## src/rtl/serial_tx_arbiter.sv

```systemverilog
// serial_tx_arbiter: two byte ports share one 8N1 TX line, round-robin.
// Define SERIAL_TX_PARITY_EN to add an even-parity bit before the stop bit.
module serial_tx_arbiter #(
    parameter int SAMPLE_RATIO = 16
) (
    input  logic       sample_clk,
    input  logic       reset,
    input  logic       req0,
    input  logic [7:0] data0,
    output logic       ack0,
    input  logic       req1,
    input  logic [7:0] data1,
    output logic       ack1,
    output logic       dout,
    output logic       busy,
    output logic       grant_id
);

`ifdef SERIAL_TX_PARITY_EN
    typedef enum logic [2:0] {
        IDLE   = 3'd0,
        START  = 3'd1,
        DATA   = 3'd2,
        PARITY = 3'd3,
        STOP   = 3'd4
    } state_t;
`else
    typedef enum logic [2:0] {
        IDLE  = 3'd0,
        START = 3'd1,
        DATA  = 3'd2,
        STOP  = 3'd4
    } state_t;
`endif

    localparam logic [3:0] LAST = 4'(SAMPLE_RATIO - 1);

    state_t     state_q, state_d;
    logic [3:0] count_q, count_d;
    logic [2:0] bit_count_q, bit_count_d;
    logic [7:0] shift_q, shift_d;
    logic       dout_q, dout_d;
    logic       busy_q, busy_d;
    logic       ack0_q, ack0_d;
    logic       ack1_q, ack1_d;
    logic       grant_id_q, grant_id_d;
    logic       last_served_q, last_served_d;
`ifdef SERIAL_TX_PARITY_EN
    logic       parity_q, parity_d;
`endif
    logic       pick1;
    logic       bit_end;

    // Next-state logic; dout/busy/ack are computed one cycle ahead so they come out registered
    always_comb begin
        state_d       = state_q;
        count_d       = count_q;
        bit_count_d   = bit_count_q;
        shift_d       = shift_q;
        dout_d        = dout_q;
        busy_d        = busy_q;
        ack0_d        = 1'b0;
        ack1_d        = 1'b0;
        grant_id_d    = grant_id_q;
        last_served_d = last_served_q;
`ifdef SERIAL_TX_PARITY_EN
        parity_d      = parity_q;
`endif
        pick1         = 1'b0;
        bit_end       = (count_q == LAST);
        unique case (state_q)
            IDLE: begin
                dout_d = 1'b1;
                busy_d = 1'b0;
                if (req0 || req1) begin
                    pick1         = req1 && (!req0 || !last_served_q);
                    state_d       = START;
                    count_d       = 4'd0;
                    bit_count_d   = 3'd0;
                    shift_d       = pick1 ? data1 : data0;
                    grant_id_d    = pick1;
                    last_served_d = pick1;
                    ack0_d        = !pick1;
                    ack1_d        = pick1;
                    dout_d        = 1'b0;
                    busy_d        = 1'b1;
`ifdef SERIAL_TX_PARITY_EN
                    parity_d      = ^(pick1 ? data1 : data0);
`endif
                end
            end
            START: begin
                count_d = count_q + 4'd1;
                if (bit_end) begin
                    state_d     = DATA;
                    count_d     = 4'd0;
                    bit_count_d = 3'd0;
                    dout_d      = shift_q[0];
                end
            end
            DATA: begin
                count_d = count_q + 4'd1;
                if (bit_end) begin
                    count_d     = 4'd0;
                    shift_d     = {1'b0, shift_q[7:1]};
                    bit_count_d = bit_count_q + 3'd1;
                    dout_d      = shift_q[1];
                    if (bit_count_q == 3'd7) begin
`ifdef SERIAL_TX_PARITY_EN
                        state_d = PARITY;
                        dout_d  = parity_q;
`else
                        state_d = STOP;
                        dout_d  = 1'b1;
`endif
                    end
                end
            end
`ifdef SERIAL_TX_PARITY_EN
            PARITY: begin
                count_d = count_q + 4'd1;
                if (bit_end) begin
                    state_d = STOP;
                    count_d = 4'd0;
                    dout_d  = 1'b1;
                end
            end
`endif
            STOP: begin
                count_d = count_q + 4'd1;
                if (bit_end) begin
                    state_d = IDLE;
                    count_d = 4'd0;
                    dout_d  = 1'b1;
                    busy_d  = 1'b0;
                end
            end
            default: begin
                state_d = IDLE;
                count_d = 4'd0;
                dout_d  = 1'b1;
                busy_d  = 1'b0;
            end
        endcase
    end

    // State and output registers; reset abandons any frame in flight
    always_ff @(posedge sample_clk) begin
        if (reset) begin
            state_q       <= IDLE;
            count_q       <= 4'd0;
            bit_count_q   <= 3'd0;
            shift_q       <= 8'd0;
            dout_q        <= 1'b1;
            busy_q        <= 1'b0;
            ack0_q        <= 1'b0;
            ack1_q        <= 1'b0;
            grant_id_q    <= 1'b0;
            last_served_q <= 1'b1;
`ifdef SERIAL_TX_PARITY_EN
            parity_q      <= 1'b0;
`endif
        end else begin
            state_q       <= state_d;
            count_q       <= count_d;
            bit_count_q   <= bit_count_d;
            shift_q       <= shift_d;
            dout_q        <= dout_d;
            busy_q        <= busy_d;
            ack0_q        <= ack0_d;
            ack1_q        <= ack1_d;
            grant_id_q    <= grant_id_d;
            last_served_q <= last_served_d;
`ifdef SERIAL_TX_PARITY_EN
            parity_q      <= parity_d;
`endif
        end
    end

    assign ack0     = ack0_q;
    assign ack1     = ack1_q;
    assign dout     = dout_q;
    assign busy     = busy_q;
    assign grant_id = grant_id_q;

endmodule

```

## config.mk

```make
export PLATFORM = sky130hd
export DESIGN_NAME = serial_tx_arbiter
export DESIGN_NICKNAME = d
export VERILOG_FILES = /design/src/rtl/serial_tx_arbiter.sv
export SDC_FILE = /design/constraint.sdc
export NUM_CORES = 1
export LEC_CHECK = 0
export ABC_AREA = 0
export CORE_ASPECT_RATIO = 1.2
export CORE_UTILIZATION = 25
export DETAILED_ROUTE_END_ITERATION = 12
export HOLD_SLACK_MARGIN = 0.15
export PLACE_DENSITY = 0.55
export SYNTH_ARGS = -nofsm -noshare
export SYNTH_HDL_FRONTEND = slang
export SYNTH_SLANG_ARGS = --single-unit
```

## constraint.sdc

```tcl
create_clock -name sample_clk -period 2.75 [get_ports sample_clk]
set_input_delay 0.6875 -clock sample_clk [delete_from_list [all_inputs] [get_ports sample_clk]]
set_output_delay 0.6875 -clock sample_clk [all_outputs]
set_load 0.1 [all_outputs]
```

# After elaboration in Yosys (flattened, before gate mapping)
# Index checks and enable logic that the tools add are counted.
totals:
  regBits: 24
  latchBits: 0
  ramBits: 0
  mem_bits_ro: 0
  inputBits: 20
  out_inout_bits: 5
  wordCells: 68
  n_memories: 0
classes:
  n_addsub: 2
  n_mul: 0
  div_mod_pow: 0
  magnitude_cmp: 0
  n_eq_ne: 10
  shifts: 0
  n_mux: 25
  bitwise: 3
  reduce_logical: 18
ops:
  columns: ["operator", "count"]
  rows:
  - ["two-way mux 8 bit", 3]
  - ["two-way mux 3 bit", 7]
  - ["case mux 8 bit (2 select lines)", 1]
  - ["case mux 3 bit (4 select lines)", 1]
  - ["inequality test 2 bit (second input constant)", 5]
  - ["case mux 3 bit (3 select lines)", 1]
  - ["two-way mux 4 bit", 2]
  - ["case mux 4 bit (2 select lines)", 1]
  - ["two-way mux 1 bit", 7]
  - ["equality test 3 bit (second input constant)", 2]
  - ["AND reduction 3 bit", 2]
  - ["OR reduction 3 bit", 2]
  - ["AND reduction 5 bit", 1]
  - ["adder 4 x 1 -> 4 bit (second input constant)", 1]
  - ["equality test 4 bit (second input constant)", 1]
  - ["case mux 1 bit (4 select lines)", 1]
  - ["AND reduction 2 bit", 2]
  - ["AND reduction 4 bit", 1]
  - ["adder 3 x 1 -> 3 bit (second input constant)", 1]
  - ["equality test 3 x 1 -> 1 bit (second input constant)", 1]
  - ["equality test 3 x 2 -> 1 bit (second input constant)", 1]
  - ["zero test 1 bit", 3]
  - ["zero test 3 bit", 1]
  - ["inverter 1 bit", 3]
  - ["other kinds (6)", 7]

# Depth between registers and ports, before layout
logic_depth:
  depth_word: 6
  depth_mapped: 6
  ltp_nobuf: 6

# Least setup slack after synthesis
# OpenSTA, ideal clock, no wires.
synth_path:
  path_kind: "input to register"
  from: "input port req1"
  to: "register shift_q[7]"
  setup_time_ns: 0.117
  t_arrival_ns: 1.623
  required_time_ns: 2.633
  setup_slack_ns: 1.010
  path_stages: 4
  cell_sequence: "a21boi_1 -> buf_2 -> mux2_1 -> a32o_1"
synth_via:
  elab_chain_cells: 4
  elab_cells_between_ends: 7
  cone_classes: "eq/ne: 1; mux: 3; reduce/logical: 3"
synth_rtl:
  columns: ["item", "line_no", "text"]
  rows:
  - ["start, declared", "11", "input logic req1,"]
  - ["logical AND 1 bit", "76", "pick1 = req1 && (!req0 || !last_served_q);"]
  - ["two-way mux 8 bit", "80", "shift_d = pick1 ? data1 : data0;"]
  - ["two-way mux 8 bit", "75", "if (req0 || req1) begin"]
  - ["case mux 8 bit (2 select lines)", "71", "unique case (state_q)"]
  - ["end signal, assigned", "167", "shift_q <= shift_d;"]
  - ["end, declared", "41", "logic [7:0] shift_q, shift_d;"]
# Several ways; a longest one is shown, not always the timed one. The select of a mux whose other input is x is not followed.
# A chain may end at the register's enable or synchronous reset.

# Worst setup path in the final report
# Ends and elaborated chain as after synthesis.

==> flow_summary.ini <==
[critical_path]
worst_setup_end_kind = flop
critical-path-max-stage-delay_ns = 0.54
critPathSlowestCell = clkdlybuf4s50_1
required_ns = 2.93
timing.setup.critical_path_class = primary input to flop
cp_data_arrival_time_ns = 2.23
rrSetupSlack_ns = 0.79
path_buf_inv = 2
crit_fanout = 10
reg2reg_depth = 4
worst_r2r_endpoint = shift_q[7]$_SDFFE_PP0P_
rr_startpoint = state_q[1]$_SDFFE_PP0P_
critical-path-top-delay-family = buffers and inverters
critical_path.cell_chain = clkdlybuf4s50_1 -> a21boi_1 -> buf_4 -> mux2_1 -> a32o_1
crit_path_start_kind = primary input

[detailed_routing]
detail_route.wirelength_mm = 2.871
routed_via_density = 5.014
drtPass1Iterations = 4
drtAntennaViolNets = 0
drcViolationCount = 0
drt-initial-drc-count = 26
route.detailed.wl_per_inst_um = 13.29
num_vias = 1083

[sta]
final-max-slew-violation-count = 0
final.setup_skew_ns = 0.007945
max_slew.worst_pin.slew_ns = 0.7337
max_freq_mhz = 487.2
rsz0062_at_grt = false
setup_viol_count_final = 0
finalCriticalPeriod_ns = 2.053
final_hold_viol_count = 0
fin_tns_setup_ns = 0
maxSlewHeadroom_pct = 51.02
final.period_utilization_pct = 74.64
worst_hold_slack_ns = 0.4745

[final_layout]
flow.area_growth_from_synthesis_pct = 28.02
drive_gt1_share_pct = 12.66
net_total_in_the_final_layout = 182
mostFrequentLayoutCells = dfxtp_1 (24), clkdlybuf4s50_1 (19), a21oi_1 (14)
final_core_utilization_pct = 33.84
antenna_cells_inserted = 0
fillers = 485
most_common_cell_after_layout_fill_and_taps_aside = dfxtp_1

[floorplanning]
starting_density_of_the_core_pct = 26.43
core_area_mm2 = 0.004696
placement_rows = 27
die_height_um = 79.19
die_area_mm2 = 0.005252
die_width_um = 66.32
floorplan.io_pins = 25

[job]
max-cap-violations = 0

[global_route]
grt_first_pass_wirelength_mm = 4.588
grt_antenna_before_repair = 0
pin_count_of_the_biggest_net_entering_global_routing = 24
global_route.overflow_total = 0
first_global_vias = 1045
groute.usage.overall_pct = 11.26

[synthesis]
syn-num-nets = 158
ys_ff_latch = 24
sequential_to_total_area_share_from_yosys_stat_pct = 38.71
netlist_area_mm2 = 0.001241
yosys_most_used_dff = dfxtp_1
synth_enable_flop_cells = 0
yosysWarningCount = 0
synth.distinct_cells = 41
cell_count_after_synthesis = 135
async_flop_share_pct = 0
syn-mean-instance-area_um2 = 9.194

[hold_path]
min_path_type = flop to flop
worst_hold_path.endpoint = shift_q[7]$_SDFFE_PP0P_
worstHoldStart = shift_q[7]$_SDFFE_PP0P_
number_of_instances_on_the_worst_hold_path = 1

[clock_network]
post_cts.resized_instances = 0
insertion_delay_ns = 0.27
cts.reportedPaths.clkPinSlew_ns = 0.09
post-cts-setup-buffers = 0
cts_root_buf = clkbuf_8
clock_tree.buffer_depth = 2
cts_tree = done
h_tree_level_count = 1
quantity_of_hold_fixing_buffers_added_after_cts = 0
cts_inserted_buffers = 3
number_of_clock_sinks = 24

[status]
result_of_the_run = completed

[power]
power.total_uw = 835.6
worst_ir_drop_vdd_mv = 0.2250
power_per_cell_area_mw_per_mm2 = 525.8
power.leakage_uw = 0.0006176

[place]
detailedPlacementHpwl_mm = 2.047
portBuffers = 24
finalWeightedCongestion = 0.7204
[worst reg2reg max path: stages (launching register included)]
cell and delay, ns:
dfxtp_1 0.81, nor3_1 0.18, or4_4 0.46, a21oi_4 0.26, a32o_1 0.20
[power breakdown]
part	total (uW)	internal (uW)	leakage [uW]	switching, uW
registers	379	365	0.000197	13.2
clock network	312	195	0.0000357	117
logic	145	64.7	0.000385	79.9
[cells by family after synthesis]
group / synth area share (%)
AOI/OAI and AO/OA: 25.10
xor gates and xnor gates: 0.7058
adders and majority gates: 3.025
buffers and inverters: 3.730
DFF: 38.71
muxes: 7.460
and+or+nand+nor: 21.27
[cell type report]
cell class / count / area, um^2 / area share [%]
Multi-Input combinational cell: 102 / 714.4 / 44.96
Sequential cell: 24 / 480.5 / 30.24
Timing Repair Buffer: 26 / 242.7 / 15.28
Tap cell: 58 / 72.57 / 4.567
Clock buffer: 3 / 41.29 / 2.598
Clock inverter: 1 / 30.03 / 1.890
Inverter: 2 / 7.507 / 0.4724
[flip-flops by register name, indices dropped and copies added (netlist names)]
register,count
ack1,1
ack0,1
grant_id,1
count_q,4
bit_count_q,3
state_q,3
last_served_q,1
busy,1
shift_q,8
dout,1
[per-layer routing]
metal / track usage (%) / vias up / wire (um)
met5: 0 / - / 0
met4: 5.745 / 0 / 57
met3: 1.437 / 5 / 94
met2: 19.49 / 15 / 1433
met1: 13.30 / 512 / 1287
li1: - / 551 / -
[synthesized netlist by cell type, types with 2 or more instances]
cell,number,area (um^2)
mux2i_1,7,70.07
dfxtp_1,24,480.5
a22o_1,9,78.83
nand4_1,3,18.77
o21a_1,2,15.01
buf_2,4,20.02
o21ai_0,5,25.02
and3_1,2,12.51
or3_1,2,12.51
a21oi_1,14,70.07
nor2b_1,7,43.79
nor2_1,8,30.03
nand2_1,5,18.77
nor3_1,5,25.02
nand3_2,2,20.02
nor3b_1,3,22.52
inv_1,2,7.510
a22oi_1,3,22.52
nand3_1,2,10.01
clkbuf_1,2,7.510
ha_1,3,37.54
o21bai_1,2,15.01
[worst max-delay path by stage]
stage / startpoint / endpoint / cells after the start
6_report: req1 / shift_q[7]$_SDFFE_PP0P_ / 5
2_1_floorplan: req1 / shift_q[7]$_SDFFE_PP0P_ / 4
3_3_place_gp: req1 / shift_q[7]$_SDFFE_PP0P_ / 5
5_1_grt: req1 / shift_q[7]$_SDFFE_PP0P_ / 5
4_1_cts: req1 / shift_q[7]$_SDFFE_PP0P_ / 5
3_5_place_dp: req1 / shift_q[7]$_SDFFE_PP0P_ / 5
[per-stage QoR]
| stage | worst slack (ns) | instance area, um^2 | std cells |
|---|---|---|---|
| 2_1_floorplan | 1.010 | 1241 | 135 |
| 3_3_place_gp | 0.4539 | 1518 | 212 |
| 3_5_place_dp | 0.3930 | 1518 | 212 |
| 4_1_cts | 0.6909 | 1589 | 216 |
| 5_1_grt | 0.6457 | 1589 | 216 |
| 6_report | 0.6974 | 1589 | 216 |
Power figures use the tool's default switching activity.
